## config.mk

```make
export PLATFORM = sky130hd
export DESIGN_NAME = apmu_pmc_counter_bank
export DESIGN_NICKNAME = d
export VERILOG_FILES = /design/src/rtl/apmu_pmc_counter_bank.sv
export SDC_FILE = /design/constraint.sdc
export NUM_CORES = 1
export LEC_CHECK = 0
export CORE_ASPECT_RATIO = 1.2
export CORE_UTILIZATION = 66
export CTS_BUF_LIST = sky130_fd_sc_hd__clkbuf_4 sky130_fd_sc_hd__clkbuf_8 sky130_fd_sc_hd__clkbuf_16
export DETAILED_ROUTE_END_ITERATION = 16
export PLACE_DENSITY = 0.86
export SLEW_MARGIN = 10
export SYNTH_ARGS = -nofsm -noshare
export SYNTH_HDL_FRONTEND = slang
export SYNTH_SLANG_ARGS = --single-unit
```

## constraint.sdc

```tcl
create_clock -name clk_i -period 7.5 [get_ports clk_i]
set_input_delay 1.5 -clock clk_i [delete_from_list [all_inputs] [get_ports clk_i]]
set_output_delay 1.5 -clock clk_i [all_outputs]
set_load 0.02 [all_outputs]
```

## src/rtl/apmu_pmc_counter_bank.sv

```systemverilog
// Performance-counter bank behind the core's PMC port: event counters with
// overflow thresholds, a period timer, register access and blocking waits.
package apmu_ibex_pkg;
  typedef enum logic [1:0] {
    PMC_IDLE = 2'd0,
    PMC_REQ  = 2'd1,
    PMC_WFP  = 2'd2,
    PMC_WFO  = 2'd3
  } pmc_op_e;
endpackage

module apmu_pmc_counter_bank #(
  parameter int unsigned NUM_COUNTERS = 4
) (
  input  logic                    clk_i,
  input  logic                    rst_ni,
  input  apmu_ibex_pkg::pmc_op_e  counter_op_i,
  output logic                    counter_gnt_o,
  output logic                    counter_rvalid_o,
  output logic                    counter_err_o,
  input  logic [31:0]             counter_addr_i,
  input  logic                    counter_we_i,
  input  logic [31:0]             counter_wdata_i,
  output logic [31:0]             counter_rdata_o,
  input  logic [NUM_COUNTERS-1:0] event_i,
  output logic                    ovf_irq_o
);
  import apmu_ibex_pkg::*;

  typedef enum logic [1:0] {IDLE, RESP, WAIT_P, WAIT_O} state_e;

  state_e                  state_q, state_d;
  logic                    rvalid_q, rvalid_d;
  logic                    err_q, err_d;
  logic [31:0]             rdata_q, rdata_d;
  logic                    ovf_irq_q;
  logic [NUM_COUNTERS-1:0] mask_q, mask_d;
  logic                    clr_pend_q, clr_pend_d;

  logic                    en_q;
  logic [31:0]             period_q;
  logic [31:0]             timer_q, timer_d;
  logic [31:0]             pcnt_q, pcnt_d;
  logic [NUM_COUNTERS-1:0] ovf_q, ovf_d, ovf_set, ovf_clr;
  logic [31:0]             cnt_q [NUM_COUNTERS];
  logic [31:0]             cnt_d [NUM_COUNTERS];
  logic [31:0]             thr_q [NUM_COUNTERS];

  logic [5:0]              widx;
  logic                    sel_ctrl, sel_period, sel_ovf;
  logic [NUM_COUNTERS-1:0] sel_cnt, sel_thr;
  logic                    dec_err;
  logic [31:0]             rd_val;

  logic                    req_acc, wr_ok;
  logic                    wr_ctrl, wr_period, wr_ovf, clr;
  logic [NUM_COUNTERS-1:0] wr_cnt, wr_thr;
  logic                    tick;

  // Only addr[7:2] selects a register; the remaining address bits are don't-care.
  logic unused_addr;
  assign unused_addr = ^{counter_addr_i[31:8], counter_addr_i[1:0]};

  assign widx = counter_addr_i[7:2];

  always_comb begin
    sel_ctrl   = 1'b0;
    sel_period = 1'b0;
    sel_ovf    = 1'b0;
    sel_cnt    = '0;
    sel_thr    = '0;
    dec_err    = 1'b0;
    rd_val     = '0;
    unique case (widx)
      6'd0: begin
        sel_ctrl  = 1'b1;
        rd_val[0] = en_q;
      end
      6'd1: begin
        sel_period = 1'b1;
        rd_val     = period_q;
      end
      6'd2: begin
        sel_ovf                   = 1'b1;
        rd_val[NUM_COUNTERS-1:0]  = ovf_q;
      end
      6'd3: begin
        rd_val  = pcnt_q;
        dec_err = counter_we_i;
      end
      default: begin
        dec_err = 1'b1;
        for (int i = 0; i < NUM_COUNTERS; i++) begin
          if (widx == 6'(4 + i)) begin
            sel_cnt[i] = 1'b1;
            rd_val     = cnt_q[i];
            dec_err    = 1'b0;
          end
          if (widx == 6'(16 + i)) begin
            sel_thr[i] = 1'b1;
            rd_val     = thr_q[i];
            dec_err    = 1'b0;
          end
        end
      end
    endcase
  end

  assign req_acc   = (state_q == IDLE) && (counter_op_i == PMC_REQ);
  assign wr_ok     = req_acc && counter_we_i && !dec_err;
  assign wr_ctrl   = wr_ok && sel_ctrl;
  assign wr_period = wr_ok && sel_period;
  assign wr_ovf    = wr_ok && sel_ovf;
  assign wr_cnt    = {NUM_COUNTERS{wr_ok}} & sel_cnt;
  assign wr_thr    = {NUM_COUNTERS{wr_ok}} & sel_thr;
  assign clr       = wr_ctrl && counter_wdata_i[1];

  // Counter precedence: CLR, then software write, then event increment.
  always_comb begin
    ovf_set = '0;
    for (int i = 0; i < NUM_COUNTERS; i++) begin
      cnt_d[i] = cnt_q[i];
      if (clr) begin
        cnt_d[i] = '0;
      end else if (wr_cnt[i]) begin
        cnt_d[i] = counter_wdata_i;
      end else if (en_q && event_i[i]) begin
        if (cnt_q[i] == thr_q[i]) begin
          cnt_d[i]   = '0;
          ovf_set[i] = 1'b1;
        end else begin
          cnt_d[i] = cnt_q[i] + 32'd1;
        end
      end
    end
  end

  // Hardware set wins over both software W1C and the WFO completion clear.
  always_comb begin
    ovf_clr = '0;
    if (wr_ovf)     ovf_clr = ovf_clr | counter_wdata_i[NUM_COUNTERS-1:0];
    if (clr_pend_q) ovf_clr = ovf_clr | mask_q;
    ovf_d = (ovf_q & ~ovf_clr) | ovf_set;
  end

  assign tick = en_q && (period_q != 32'd0) && (timer_q == period_q - 32'd1) && !clr;

  always_comb begin
    timer_d = timer_q;
    pcnt_d  = pcnt_q;
    if (clr || wr_period) begin
      timer_d = '0;
    end else if (en_q && (period_q != 32'd0)) begin
      timer_d = tick ? 32'd0 : timer_q + 32'd1;
    end
    if (clr) begin
      pcnt_d = '0;
    end else if (tick) begin
      pcnt_d = pcnt_q + 32'd1;
    end
  end

  always_comb begin
    state_d    = state_q;
    rvalid_d   = 1'b0;
    err_d      = 1'b0;
    rdata_d    = '0;
    mask_d     = mask_q;
    clr_pend_d = 1'b0;
    unique case (state_q)
      IDLE: begin
        unique case (counter_op_i)
          PMC_REQ: begin
            state_d  = RESP;
            rvalid_d = 1'b1;
            err_d    = dec_err;
            rdata_d  = (counter_we_i || dec_err) ? 32'd0 : rd_val;
          end
          PMC_WFP: state_d = WAIT_P;
          PMC_WFO: begin
            if (ovf_q != '0) begin
              state_d                      = RESP;
              rvalid_d                     = 1'b1;
              rdata_d[NUM_COUNTERS-1:0]    = ovf_q;
              mask_d                       = ovf_q;
              clr_pend_d                   = 1'b1;
            end else begin
              state_d = WAIT_O;
            end
          end
          default: state_d = IDLE;
        endcase
      end
      RESP: state_d = IDLE;
      WAIT_P: begin
        if (tick) begin
          state_d  = RESP;
          rvalid_d = 1'b1;
          rdata_d  = pcnt_d;
        end else if (counter_op_i == PMC_IDLE) begin
          state_d = IDLE;
        end
      end
      WAIT_O: begin
        if (ovf_q != '0) begin
          state_d                   = RESP;
          rvalid_d                  = 1'b1;
          rdata_d[NUM_COUNTERS-1:0] = ovf_q;
          mask_d                    = ovf_q;
          clr_pend_d                = 1'b1;
        end else if (counter_op_i == PMC_IDLE) begin
          state_d = IDLE;
        end
      end
      default: state_d = IDLE;
    endcase
  end

  always_ff @(posedge clk_i or negedge rst_ni) begin
    if (!rst_ni) begin
      state_q    <= IDLE;
      rvalid_q   <= 1'b0;
      err_q      <= 1'b0;
      rdata_q    <= '0;
      ovf_irq_q  <= 1'b0;
      mask_q     <= '0;
      clr_pend_q <= 1'b0;
      en_q       <= 1'b0;
      period_q   <= '0;
      timer_q    <= '0;
      pcnt_q     <= '0;
      ovf_q      <= '0;
      for (int i = 0; i < NUM_COUNTERS; i++) begin
        cnt_q[i] <= '0;
        thr_q[i] <= '1;
      end
    end else begin
      state_q    <= state_d;
      rvalid_q   <= rvalid_d;
      err_q      <= err_d;
      rdata_q    <= rdata_d;
      ovf_irq_q  <= |ovf_d;
      mask_q     <= mask_d;
      clr_pend_q <= clr_pend_d;
      timer_q    <= timer_d;
      pcnt_q     <= pcnt_d;
      ovf_q      <= ovf_d;
      if (wr_ctrl)   en_q     <= counter_wdata_i[0];
      if (wr_period) period_q <= counter_wdata_i;
      for (int i = 0; i < NUM_COUNTERS; i++) begin
        cnt_q[i] <= cnt_d[i];
        if (wr_thr[i]) thr_q[i] <= counter_wdata_i;
      end
    end
  end

  assign counter_gnt_o    = (state_q == IDLE);
  assign counter_rvalid_o = rvalid_q;
  assign counter_err_o    = err_q;
  assign counter_rdata_o  = rdata_q;
  assign ovf_irq_o        = ovf_irq_q;

endmodule

```

* Word-level counts from Yosys, hierarchy flattened
Cells that the tools add are included.
** Word-level totals
- Bits of input ports :: 73
- Output and inout port bits :: 36
- Word-level logic and storage cells :: 186
- Register bits after elaboration :: 399
** Operators by class
- Multiplexer cells :: 96
- Equality and inequality tests :: 23
- Bitwise operators :: 6
- Reduce and logical (&&, ||, !) cells :: 34
- $add $sub $neg :: 7
** Operator list (number)
- two-way mux 32 bit :: 31
- adder 32 x 1 -> 32 bit, second input constant :: 6
- == test 32 bit :: 5
- one-hot mux 28 bit (3 select lines) :: 1
- one-hot mux 28 bit (2 select lines) :: 1
- two-way mux 1 bit :: 40
- nonzero test 32 bit :: 1
- subtractor 32 x 1 -> 32 bit, second input constant :: 1
- two-way mux 28 bit :: 1
- two-way mux 4 bit :: 7
- == test 6 x 3 -> 1 bit, second input constant :: 4
- == test 6 x 5 -> 1 bit, second input constant :: 4
- one-hot mux 4 bit (2 select lines) :: 2
- logical AND 1 bit :: 14
- AND 4 bit :: 3
- == test 6 x 2 -> 1 bit, second input constant :: 2
- one-hot mux 3 bit (4 select lines) :: 1
- one-hot mux 4 bit (3 select lines) :: 1
- nonzero test 3 bit :: 4
- == test 2 bit, second input constant :: 4
- two-way mux 2 bit :: 4
- bitwise OR 4 bit :: 2
- one-hot mux 2 bit (4 select lines) :: 1
- OR reduction 4 bit :: 2
- 17 further kinds :: 24

* Depth between registers and ports, before layout
- Depth in word-level cells :: 20
- Depth in mapped cells :: 15
- Gate-level depth less buffers :: 11

* Worst setup path before layout
Ideal clock, no wire load.
- Path type :: input to register
- From :: input counter_addr_i[2]
- To :: register rdata_q[23] (netlist: counter_rdata_o[23])
- Data required time :: 7.424 ns
- Path buffers :: 6
- Arrival time :: 3.924 ns
- Library setup time :: 0.076 ns
- Path slack :: 3.500 ns
- Stages on the path :: 10
- Path through :: clkbuf_1 buf_1 clkbuf_1 clkbuf_1 clkbuf_1 buf_1 a21oi_1 nor3_1 o21ai_0 o21ai_1
** On the way
- Longest elaborated chain between the ends :: 20
- Elaborated cells on any way between the ends :: 46
- Those cells by class :: eq/ne: 11; mux: 25; reduce/logical: 10
** RTL lines
- start: declaration :: line 21 : input logic [31:0] counter_addr_i,
- == test 6 x 3 -> 1 bit :: line 94 : if (widx == 6'(4 + i)) begin
- two-way mux 1 bit :: line 94
- two-way mux 1 bit :: line 99 : if (widx == 6'(16 + i)) begin
- two-way mux 1 bit :: line 94
- two-way mux 1 bit :: line 99
- two-way mux 1 bit :: line 94
- two-way mux 1 bit :: line 99
- two-way mux 1 bit :: line 94
- (+5 left out)
- logical AND 1 bit :: line 116 : assign clr = wr_ctrl && counter_wdata_i[1];
- logical NOT 1 bit :: line 146 : assign tick = en_q && (period_q != 32'd0) && (timer_q == period_q - 32'd1) && !clr;
- logical AND 1 bit :: line 146
- two-way mux 32 bit :: line 158 : end else if (tick) begin
- two-way mux 32 bit :: line 156 : if (clr) begin
- two-way mux 32 bit :: line 196 : if (tick) begin
- one-hot mux 28 bit (2 select lines) * :: line 170 : unique case (state_q)
- via rdata_d[23] :: line 35 : logic [31:0] rdata_q, rdata_d;
- end signal: assignment :: line 241 : rdata_q <= rdata_d;
- end: declaration :: line 35
Mark *: on every way through the listed nets, which the timed path passes. The rest lies on a longest branch.
A chain may end at the register's enable or synchronous reset.

* Worst setup path in the final report
- From :: input counter_addr_i[4]
- To :: register cnt_q[89] (netlist bit)
** On the way
- Longest elaborated chain between the ends :: 15
- Elaborated cells on any way between the ends :: 34
- Those cells by class :: eq/ne: 11; mux: 14; bitwise: 1; reduce/logical: 8
** RTL lines
- == test 6 x 3 -> 1 bit :: line 94
- two-way mux 1 bit :: line 94
- two-way mux 1 bit :: line 99
- two-way mux 1 bit :: line 94
- two-way mux 1 bit :: line 99
- two-way mux 1 bit :: line 94
- two-way mux 1 bit :: line 99
- two-way mux 1 bit :: line 94
- two-way mux 1 bit :: line 99
- one-hot mux 1 bit (2 select lines) :: line 74 : unique case (widx)
- logical NOT 1 bit :: line 110 : assign wr_ok = req_acc && counter_we_i && !dec_err;
- logical AND 1 bit :: line 110
- AND 4 bit or logical AND 1 bit (tied branches) :: line 114, 111
- two-way mux 32 bit or logical AND 1 bit (tied branches) :: line 125, 116
- two-way mux 32 bit or nonzero test 3 bit (tied branches)
- end signal: indexed assignment :: line 251 : cnt_q[i] <= cnt_d[i];
- end: declaration :: line 45 : logic [31:0] cnt_q [NUM_COUNTERS];
Several ways; a longest one is shown, not always the timed one.

==> metrics.txt <==
global-route wire length before repair 142000 um; flop and latch count out of synthesis 399; clock latency on the worst-skew pair 0.59 ns; Root Buffer clkbuf_16; Post-DP HPWL 64400 um; via count 24057; Core ar. 38000 sq um; Synth-to-Final Area Change 9.30%; Cells after Synth 2838; Leak 11.8 nW; critical path class in2reg; top cells by area, synth dfrtp_1, dfstp_2, mux2_2; Starting Density 0.671; crit path max fanout 20; Setup violations, final 0; number of synthesis warnings 0; RSZ-0062 raised after global routing false; DRT Wirelength 95500 um; Fmax achieved 0.196 GHz; asr flop ratio synth 1.00; Worst EP required 7.99 ns; CTS Buffer Depth 3; Worst R2R Start period_q[0]; post-layout min period 5.11 ns; Rows 78; R2R Setup Slk 2.52 ns; Final ANT Viol Nets 0; Fill cells 2788; Power Total 5.21 mW; Pins Over Slew Limit 0; CTS tree yes; CTS buffer count 43; Seq/Total Area, Yosys 0.398; GP Congestion 1.01; die area 39400 sq um; layout cells sized above 1 0.174; top cell type's share of synthesized area 0.266; syn nets 2923; CTS resizes 0; # port buffers 82; worst reg2reg endpoint counter_rdata_o[31]; HP Class reg2reg; critical path endpoint category flip-flop; largest area contributor in the netlist dfrtp_1; Post-CTS Hold Buffers 0; Die W 181 um; largest net degree at the start of global routing 148; Peak VDD IR 0.000196 V; drt first-iter violations 3350; R2R depth 11; Hold Crit Depth 1; vias per inst 7.32; Setup TNS 0 ns; Layout Nets 2851; GRT Total Usage 0.486; pwr dens 187 nW/um^2; Die Ht 217 um; DRC 0; Worst Tran Pin Value 1.33 ns; WL per Instance 29.1 um; clock-pin slew on the worst setup and hold paths 0.06 ns; GR Overflow Total 0; prevailing post-synth register cell dfrtp_1; cell area after synthesis 25500 sq um; Max Cap Violations 0; sink of the worst hold path mask_q[2]; Fin. Hold Viols 0; clk_skew 0.0175 ns; H-tree depth 2; WHS 0.512 ns; worst path arrival time 5.61 ns; post-CTS setup buffers 0; crit start category input port; count of flip-flops with a built-in enable after synthesis 0; initial antenna violation count 10; Final period util 0.682; CTS sink count 399; status completed; count of cell types in the netlist 76; IO Count 109; Worst slew margin 0.0995; TritonRoute pass-1 iters 7; hold path startpoint mask_q[2]; vias in the first global route 22876; Avg Inst Size Synth 8.98 sq um
worst max-delay path, stage by stage:
cell and delay, ns:
clkdlybuf4s50_1 0.57, a211oi_1 0.66, and4_1 0.52, nand3_1 0.51, nand3_1 0.60, nand2_1 0.56
nor4b_1 0.44, o21ai_0 0.13, o31ai_1 0.11
synthesized netlist by cell type (all sizes together) (5+ instances only):
| cell type | n |
|---|---|
| o21ai | 289 |
| dfrtp | 271 |
| nand2 | 221 |
| nor2 | 217 |
| clkbuf | 198 |
| mux2 | 196 |
| a21oi | 149 |
| xnor2 | 144 |
| xor2 | 138 |
| dfstp | 128 |
| nand3 | 103 |
| nor3 | 85 |
| nor4 | 81 |
| and3 | 67 |
| nand4 | 56 |
| inv | 44 |
| o22ai | 41 |
| buf | 38 |
| a22oi | 30 |
| mux2i | 30 |
| a222oi | 23 |
| and2 | 19 |
| a31oi | 18 |
| nor3b | 16 |
| and4 | 15 |
| a221o | 14 |
| nor2b | 14 |
| ha | 12 |
| o211a | 12 |
| o311ai | 12 |
| o31ai | 11 |
| or4 | 11 |
| a32oi | 10 |
| or2 | 10 |
| or3 | 10 |
| a211oi | 9 |
| a22o | 9 |
| nand4b | 9 |
| nor4b | 9 |
| a32o | 8 |
| nand2b | 7 |
| o221ai | 6 |
| a221oi | 5 |
registers in the layout (all words and copies together) (netlist names), 2 cells and up:
| register | count |
|---|---|
| pcnt_q | 32 |
| ovf_q | 4 |
| counter_rdata_o | 32 |
| period_q | 32 |
| thr_q | 128 |
| cnt_q | 128 |
| timer_q | 32 |
| state_q | 2 |
| mask_q | 4 |
cell families (layout without fill, tap and decap cells):
group	count (synthesis)	after routing	share of synthesized area
other cells	0	5	0
buf+inv	280	242	0.0427
flops	399	399	0.398
mux	227	227	0.0993
simple gates	961	961	0.194
fa+ha+maj	13	13	0.00629
compound gates	676	676	0.163
xor+xnor	282	282	0.0970
routing by layer:
metal | share of wire | global-route usage
met5 | 0.00041 | 0
met4 | 0.10 | 0.423
met3 | 0.11 | 0.126
met1 | 0.34 | 0.569
met2 | 0.45 | 0.744
report_power, final:
part / total, mW / internal (mW) / switching [mW]
sequential: 2.26 / 2.20 / 0.0670
combinational: 0.632 / 0.190 / 0.442
clock: 2.32 / 1.37 / 0.946
worst max path at each step:
| stage | start | to | slack [ns] | cells past startpoint |
|---|---|---|---|---|
| after detailed placement | counter_addr_i[3] | timer_q[7] | 1.92 | 9 |
| after floorplan | counter_addr_i[2] | counter_rdata_o[23] | 3.50 | 10 |
| after global placement | counter_addr_i[3] | timer_q[17] | 2.18 | 9 |
| final | counter_addr_i[4] | cnt_q[89] | 2.39 | 9 |
| after global routing | counter_addr_i[4] | cnt_q[89] | 2.12 | 9 |
| after CTS | counter_addr_i[4] | cnt_q[89] | 2.56 | 9 |
final cells by class:
cell class,count,area [sq um],share of cell area
Multi-Input combinational cell,2159,14300,0.513
Clock buffer,63,1330,0.0478
Timing Repair Buffer,119,1110,0.0398
Antenna cell,5,12.5,0.000449
Sequential cell,399,10100,0.364
Tap cell,480,601,0.0216
Clock inverter,16,194,0.00697
Inverter,44,165,0.00593
placed cells by master, fill, tap and decap left out, types with 16 or more instances in the layout:
| master | instances |
|---|---|
| a22oi_1 | 30 |
| nand2_1 | 220 |
| clkbuf_16 | 45 |
| nor2_1 | 214 |
| nor4_1 | 67 |
| xor2_1 | 138 |
| o22ai_1 | 41 |
| and3_1 | 67 |
| buf_4 | 37 |
| inv_1 | 44 |
| dfstp_2 | 128 |
| xnor2_1 | 144 |
| mux2i_1 | 30 |
| o21ai_0 | 278 |
| a222oi_1 | 23 |
| nor3b_1 | 16 |
| nand4_1 | 56 |
| nor3_1 | 82 |
| nand3_1 | 103 |
| a21oi_1 | 149 |
| and2_1 | 17 |
| dfrtp_1 | 271 |
| a31oi_1 | 18 |
| clkdlybuf4s50_1 | 79 |
| mux2_2 | 196 |
stage by stage:
stage / area, sq um / instances / utilization / setup WS (ns)
after floorplan: 25500 / 2838 / - / 3.50
after global placement: 26300 / 3201 / 0.693 / 2.18
after detailed placement: 26300 / 3201 / 0.693 / 1.92
after CTS: 27800 / 3280 / 0.733 / 2.56
after global routing: 27800 / 3282 / 0.733 / 2.12
final: 27800 / 3285 / 0.733 / 2.39
Note: power is estimated with default switching activity, not from simulation.
